### src/rtl/decimation_sequencer_if.sv
// decimation_sequencer_if: control, accumulator and sample handshake signals of the decimation sequencer
interface decimation_sequencer_if #(parameter int CNT_W = 16, parameter int DISC_W = 4);
    logic              enable;
    logic [CNT_W-1:0]  osr;
    logic [DISC_W-1:0] discard;
    logic [CNT_W-1:0]  acc_count;
    logic              acc_clear;
    logic              acc_dump;
    logic [CNT_W-1:0]  sample;
    logic              sample_valid;
    logic              sample_ready;
    logic              overrun;
    logic              busy;
    modport master (output enable, osr, discard, acc_count, sample_ready,
                    input  acc_clear, acc_dump, sample, sample_valid, overrun, busy);
    modport slave  (input  enable, osr, discard, acc_count, sample_ready,
                    output acc_clear, acc_dump, sample, sample_valid, overrun, busy);
endinterface

### src/rtl/decimation_sequencer.sv
// decimation_sequencer: frames the ones-counting accumulator, drops warm-up frames and hands frame counts out on valid/ready
module decimation_sequencer #(
    parameter int CNT_W  = 16,
    parameter int DISC_W = 4
) (
    input logic                   clk,
    input logic                   reset,
    decimation_sequencer_if.slave bus
);
    typedef enum logic [1:0] {IDLE, WARMUP, RUN} state_t;
    state_t            state_q, state_d;
    logic [CNT_W-1:0]  ph_q, ph_d, osr_q, osr_d, sample_q, sample_d;
    logic [DISC_W-1:0] disc_q, disc_d;
    logic              valid_q, valid_d, ovr_q, ovr_d, dump;
    // dump is decoded from registers only so it carries no input-to-output path
    assign dump             = (state_q != IDLE) && (ph_q == osr_q - CNT_W'(1));
    assign bus.acc_dump     = dump;
    assign bus.acc_clear    = (state_q == IDLE) || dump;
    assign bus.busy         = state_q != IDLE;
    assign bus.sample       = sample_q;
    assign bus.sample_valid = valid_q;
    assign bus.overrun      = ovr_q;
    always_ff @(posedge clk or posedge reset) begin
        if (reset) begin
            state_q  <= IDLE;
            ph_q     <= '0;
            osr_q    <= CNT_W'(2);
            disc_q   <= '0;
            sample_q <= '0;
            valid_q  <= 1'b0;
            ovr_q    <= 1'b0;
        end else begin
            state_q  <= state_d;
            ph_q     <= ph_d;
            osr_q    <= osr_d;
            disc_q   <= disc_d;
            sample_q <= sample_d;
            valid_q  <= valid_d;
            ovr_q    <= ovr_d;
        end
    end
    always_comb begin
        state_d  = state_q;
        ph_d     = dump ? '0 : ph_q + CNT_W'(1);
        osr_d    = osr_q;
        disc_d   = disc_q;
        sample_d = sample_q;
        valid_d  = valid_q && !bus.sample_ready;
        ovr_d    = ovr_q;
        if (state_q == IDLE) begin
            ph_d = '0;
            if (bus.enable) begin
                osr_d   = bus.osr < CNT_W'(2) ? CNT_W'(2) : bus.osr;
                disc_d  = bus.discard;
                ovr_d   = 1'b0;
                state_d = bus.discard != '0 ? WARMUP : RUN;
            end
        end else if (!bus.enable) begin
            state_d = IDLE;
        end else if (dump && state_q == WARMUP) begin
            disc_d  = disc_q - DISC_W'(1);
            state_d = disc_q == DISC_W'(1) ? RUN : WARMUP;
        end else if (dump) begin
            // newest sample wins; overrun only when the old one was not taken on this edge
            sample_d = bus.acc_count;
            valid_d  = 1'b1;
            ovr_d    = ovr_q || (valid_q && !bus.sample_ready);
        end
    end
endmodule
### src/flat_wrapper.sv
// flat-port wrapper written by rule: the top's interface ports become plain ports
module decimation_sequencer_flat 
#(
    parameter int CNT_W  = 16,
    parameter int DISC_W = 4
)
  (clk, reset, bus_enable, bus_osr, bus_discard, bus_acc_count, bus_sample_ready, bus_acc_clear, bus_acc_dump, bus_sample, bus_sample_valid, bus_overrun, bus_busy);
  decimation_sequencer_if #(.CNT_W(CNT_W), .DISC_W(DISC_W)) bus_i ();
  input logic clk;
  input logic reset;
  input wire logic [$bits(bus_i.enable)-1:0] bus_enable;
  input wire logic [$bits(bus_i.osr)-1:0] bus_osr;
  input wire logic [$bits(bus_i.discard)-1:0] bus_discard;
  input wire logic [$bits(bus_i.acc_count)-1:0] bus_acc_count;
  input wire logic [$bits(bus_i.sample_ready)-1:0] bus_sample_ready;
  output wire logic [$bits(bus_i.acc_clear)-1:0] bus_acc_clear;
  output wire logic [$bits(bus_i.acc_dump)-1:0] bus_acc_dump;
  output wire logic [$bits(bus_i.sample)-1:0] bus_sample;
  output wire logic [$bits(bus_i.sample_valid)-1:0] bus_sample_valid;
  output wire logic [$bits(bus_i.overrun)-1:0] bus_overrun;
  output wire logic [$bits(bus_i.busy)-1:0] bus_busy;
  assign bus_i.enable = bus_enable;
  assign bus_i.osr = bus_osr;
  assign bus_i.discard = bus_discard;
  assign bus_i.acc_count = bus_acc_count;
  assign bus_i.sample_ready = bus_sample_ready;
  assign bus_acc_clear = bus_i.acc_clear;
  assign bus_acc_dump = bus_i.acc_dump;
  assign bus_sample = bus_i.sample;
  assign bus_sample_valid = bus_i.sample_valid;
  assign bus_overrun = bus_i.overrun;
  assign bus_busy = bus_i.busy;
  decimation_sequencer #(.CNT_W(CNT_W), .DISC_W(DISC_W)) u_core (.clk(clk), .reset(reset), .bus(bus_i));
endmodule
### config.mk
export PLATFORM = sky130hd
export DESIGN_NAME = decimation_sequencer_flat
export DESIGN_NICKNAME = d
export VERILOG_FILES = /design/src/rtl/decimation_sequencer_if.sv /design/src/rtl/decimation_sequencer.sv /design/src/flat_wrapper.sv
export SDC_FILE = /design/constraint.sdc
export NUM_CORES = 1
export LEC_CHECK = 0
export BUFFER_PORTS_ARGS = -buffer_cell sky130_fd_sc_hd__buf_2
export CAP_MARGIN = 15
export CORE_MARGIN = 4
export CORE_UTILIZATION = 45
export DETAILED_ROUTE_END_ITERATION = 10
export GPL_TIMING_DRIVEN = 0
export PLACE_DENSITY = 0.78
export RECOVER_POWER = 50
export SLEW_MARGIN = 20
export SYNTH_ARGS = -nofsm -noshare
export SYNTH_HDL_FRONTEND = slang
export SYNTH_SLANG_ARGS = --single-unit
### constraint.sdc
create_clock -name clk -period 10.27 [get_ports clk]
set_input_delay 0 -clock clk [delete_from_list [all_inputs] [get_ports clk]]
set_output_delay 0 -clock clk [all_outputs]
set_load 0.005 [all_outputs]
# After elaboration in Yosys (flattened, before gate mapping)
# Index checks and enable logic that the tools add are counted.
# totals
in_bits	40
ff_bits	56
# op_classes
n_bitwise	2
reduce_logical	16
eq_ne	6
muxes	22
n_addsub	3
n_lt_le_gt_ge	1
# op_table
op	n
$mux 16	3
$add 16x1->16 const B	1
$eq 16x16->1	1
$lt 16x2->1 const B	1
$mux 4	4
$sub 16x1->16 const B	1
$mux 2	6
$mux 1	9
$reduce_and 2->1	3
$reduce_bool 2->1	3
$eq 4x1->1 const B	1
$reduce_and 4->1	1
$reduce_bool 4->1	1
$sub 4x1->4 const B	1
$logic_and 1x1->1	3
$ne 3x1->1 const B	1
$reduce_and 3->1	1
$eq 2x1->1 const B	1
$logic_not 2->1	1
$logic_or 1x1->1	2
$ne 2x1->1 const B	1
$ne 2x2->1 const B	1
$not 1->1	2
$logic_not 1->1	1

# Logic depth before layout (Yosys ltp)
# logic_depth
ltp_word	7
depth_mapped	10
ltp_nobuf	8

# Worst setup path after synthesis
# Ideal clock, no wire load.
# synth_path
kind	reg2reg
from	register u_core.osr_q[0]
to	register u_core.sample_q[0], in the netlist u_core.bus.sample[0]
arrival_ns	3.406
path_buffers	2
path_stages_with_launch	11
setup_time_ns	0.125
path_slack_ns	6.739
cell_sequence	dfrtp_1 > inv_1 > ha_1 > nor3b_1 > or4b_2 > mux2i_1 > or3_1 > clkbuf_1 > nor4_4 > buf_6 > mux2_4
# synth_between
elab_chain_len	6
# synth_lines
item	line_no	text
from (decl)	decimation_sequencer.sv:12	logic [CNT_W-1:0] ph_q, ph_d, osr_q, osr_d, sample_q, sample_d;
from (signal assigned)	decimation_sequencer.sv:35	osr_q <= osr_d;
$sub 16x1->16 (*)	decimation_sequencer.sv:16	assign dump = (state_q != IDLE) && (ph_q == osr_q - CNT_W'(1));
$eq 16x16->1 (*)	decimation_sequencer.sv:16	
$logic_and 1x1->1 (*)	decimation_sequencer.sv:16	
$logic_and 1x1->1	decimation_sequencer.sv:60	end else if (dump && state_q == WARMUP) begin
$not 1->1 (no source line)	n/a	
$reduce_and 4->1 (no source line) (*)	n/a	
to (signal assigned)	decimation_sequencer.sv:37	sample_q <= sample_d;
to (decl)	decimation_sequencer.sv:12	
# Mark *: on every way between the ends. The rest lies on a longest branch, timed or not.
# A chain may end at the register's enable or synchronous reset.

# Worst setup path after layout
# layout_path
from	register u_core.osr_q[0]
to	output bus_acc_clear
# layout_between
elab_chain_len	4
# layout_lines
item	line_no	text
$sub 16x1->16	decimation_sequencer.sv:16	
$eq 16x16->1	decimation_sequencer.sv:16	
$logic_and 1x1->1	decimation_sequencer.sv:16	
$logic_or 1x1->1	decimation_sequencer.sv:18	assign bus.acc_clear = (state_q == IDLE) || dump;
to (decl)	flat_wrapper.sv:16	output wire logic [$bits(bus_i.acc_clear)-1:0] bus_acc_clear;
# No other way between the ends.

==> flow_summary_export.csv <==
group,metric,value,unit
status,status,"finished, violations left",
status,violations,"max-capacitance violations, max-slew violations",
critical_path,path_max_fanout,10,
routing,wirelength,8.10,mm
min_path,min_to,"u_core.bus.sample[11]",
critical_path,reg2reg_from,"u_core.osr_q[0]",
synth,syn_nets,343,
clock_tree,clk_latency,320,ps
global_route,antenna_found_initial,0,
critical_path,required,10270,ps
clock_tree,cts_root_buf,"clkbuf_8",
layout,postLayoutCellArea,4050,sq um
routing,vias_per_cell,5.46,
synth,ys_warn_count,0,
routing,wl_per_cell,16.1,microns
routing,drc,0,
timing,fmax,231,MHz
synth,yosys.area.top_type,"dfrtp_1",
critical_path,r2r_slack,6110,ps
die,coreArea,6790,sq um
timing,hold_viol_final,0,
timing,tns,0,ps
die,io_pins,61,
timing,rsz0062_at_grt,"false",
clock_tree,numCtsBuffers,5,
critical_path,crit_top_cell,"buf_2",
critical_path,r2r-end,"u_core.bus.sample[1]",
synth,postSynthAreaPerCell,10.6,sq um
timing,tightest_slew,2380,ps
layout,final_cell_mix,"dfrtp_1, buf_2, dlygate4sd3_1, nor2_1, mux2_2",
timing,finalMaxSlewViolations,57,
clock_tree,htree_levels,2,
layout,drive_gt1_frac,0.259,
critical_path,crit_arrival,4320,ps
synth,netlist_instances,299,
critical_path,end_kind,"output pin",
die,rows,30,
global_route,grt_pass1_wl,13.6,mm
clock_tree,cts_resized,0,
timing,finalSetupViolations,0,
synth,syn_area,3160,sq um
die,die_x,91.8,microns
pwr,leakage,1.80,nW
layout,syn_to_final_growth,28.2,%
synth,synthArstFlopShare,1.00,
synth,yosysUniqueCellTypes,54,
critical_path,path_cells,"inv_1, ha_1, nor3b_1, or4b_2, mux2i_1, or3_1, clkbuf_1, o31ai_2, buf_2, buf_2",
layout,layout.nets,449,
placed_design,port-buffer-count,60,
clock_tree,clk_pin_slew,110,ps
die,dieArea,8420,sq um
synth,yosysTopAreaCellShare,0.436,
global_route,grt_max_degree,57,
routing,ant_nets,0,
placed_design,globalplace.congestion,0.800,
synth,yosysSeqAreaShare,0.444,
timing,fin_crit_sh,0.421,
synth,synth_ff_type,"dfrtp_1",
timing,relSlewSlack,-0.597,
layout,fillers,518,
min_path,hold_class,"input pin to flop",
critical_path,ff2ff_path_depth,10,
run,drv_cap,1,
placed_design,place_ws,6150,ps
placed_design,hpwl,5.26,mm
routing,dr.pass1.iters,4,
placed_design,placed_area,3580,sq um
critical_path,worst_path_largest_cell_delay,700,ps
min_path,min-delay-start,"bus_acc_count[11]",
critical_path,criticalPathCategory,"flop to output pin",
pwr,p_per_area,139,nW/um^2
global_route,grt_pass1_vias,2777,
pwr,totalPowerFinal,0.000563,W
pwr,irDropWorstVdd,0.0000862,V
timing,fin_ws,5950,ps
synth,synth-seq-cells,56,
timing,clock-skew-final,6.82,ps
clock_tree,clock_path_buffers,2,
global_route,grt_overflow,0,
clock_tree,cts_tree,"done",
synth,synth_edf_count,0,
global_route,track_usage,0.199,
die,start_util,0.465,
timing,fin_crit,4320,ps
min_path,hold_depth,3,
routing,drt_iter0_markers,180,
critical_path,cp-start-kind,"flop",
synth,synth_area_leaders,"dfrtp_1, mux2_2, xor2_1, mux2_4, xnor2_1",
die,fp.dieH,91.8,microns
clock_tree,cts_sinks,56,
critical_path,cp_slowest_cell,"nor3b_1",
routing,num_vias,2743,
layout,mostFrequentLayoutCell,"dfrtp_1",
layout,diodes,0,
==> per-layer routing <==
| metal | up-vias | wire length, microns | global-route usage |
|---|---|---|---|
| met5 | - | 0 | 0 |
| met4 | 0 | 278 | 0.0941 |
| met3 | 28 | 484 | 0.0345 |
| met2 | 131 | 3930 | 0.330 |
| met1 | 1292 | 3410 | 0.253 |
| li1 | 1292 | - | - |
==> Yosys cell counts, drive strengths merged, types with 9 or more instances <==
cell type  number
nor4           11
nor2           28
nand3          10
xnor2          13
mux2           30
nand2          15
clkbuf         10
inv            10
dfrtp          55
nand4           9
xor2           17
==> area by class of cell <==
class	instances	area [sq um]	area share
multi-input cells	218	1640	0.406
inverters	10	38.8	0.00958
plain buffers	15	75.1	0.0185
well taps	96	120	0.0297
flip-flops and latches	56	1400	0.347
clock buffers	5	68.8	0.0170
clock inverters	3	22.5	0.00556
repair buffers	99	677	0.167
==> worst max-delay path: cells and delay by family (launching register included) <==
family	cells	cell delay, ps
and+or+nand+nor	3	1770
muxes	1	180
DFF	1	430
adders and majority gates	1	220
buffers and inverters	4	770
AOI/OAI and AO/OA	1	630
==> timing repair <==
action | 4_1_cts | 5_1_grt
hold endpoints to repair | 94 | 0
buffers inserted | 0 | 0
hold buffers | 39 | 0
endpoints found under the setup margin | 0 | 0
==> stage by stage <==
stage | utilization | cells | hold WS (ps)
after CTS | 0.598 | 502 | 349
after floorplan | - | 299 | 122
after global placement | 0.527 | 455 | 230
after detailed placement | 0.527 | 455 | 149
final | 0.596 | 502 | 442
after global routing | 0.596 | 502 | 465
==> worst max-delay path by stage <==
stage	from	endpoint	slack, ps	cells past startpoint
5_1_grt	u_core.osr_q[0]	bus_acc_clear	5620	10
3_3_place_gp	u_core.osr_q[0]	u_core.bus.sample[5]	6260	10
2_1_floorplan	u_core.osr_q[0]	u_core.bus.sample[0]	6740	10
3_5_place_dp	u_core.osr_q[0]	u_core.bus.sample[4]	6150	10
4_1_cts	u_core.osr_q[0]	bus_acc_clear	5930	10
6_report	u_core.osr_q[0]	bus_acc_clear	5950	10
==> sequential cells by signal, summed over array words and instances, names as in the netlist <==
signal / count
u_core.bus.sample_valid: 1
u_core.ph_q: 16
u_core.bus.sample: 16
u_core.state_q: 2
u_core.bus.overrun: 1
u_core.osr_q: 16
u_core.disc_q: 4
==> kinds of logic after synthesis <==
logic type      after synthesis  share of synthesized area
compound gates               31                     0.0753
xor+xnor                     31                     0.0903
fa+ha+maj                     4                     0.0158
buf+inv                      25                     0.0357
flops                        56                      0.444
mux                          31                      0.121
simple gates                121                      0.218
==> where the power goes <==
group          internal, W  switching, W  leakage [nW]
Clock            0.0000491     0.0000771        0.0485
Combinational    0.0000781     0.0000783          1.02
Sequential        0.000245     0.0000351         0.730
Note: power is estimated with default switching activity, not from simulation.
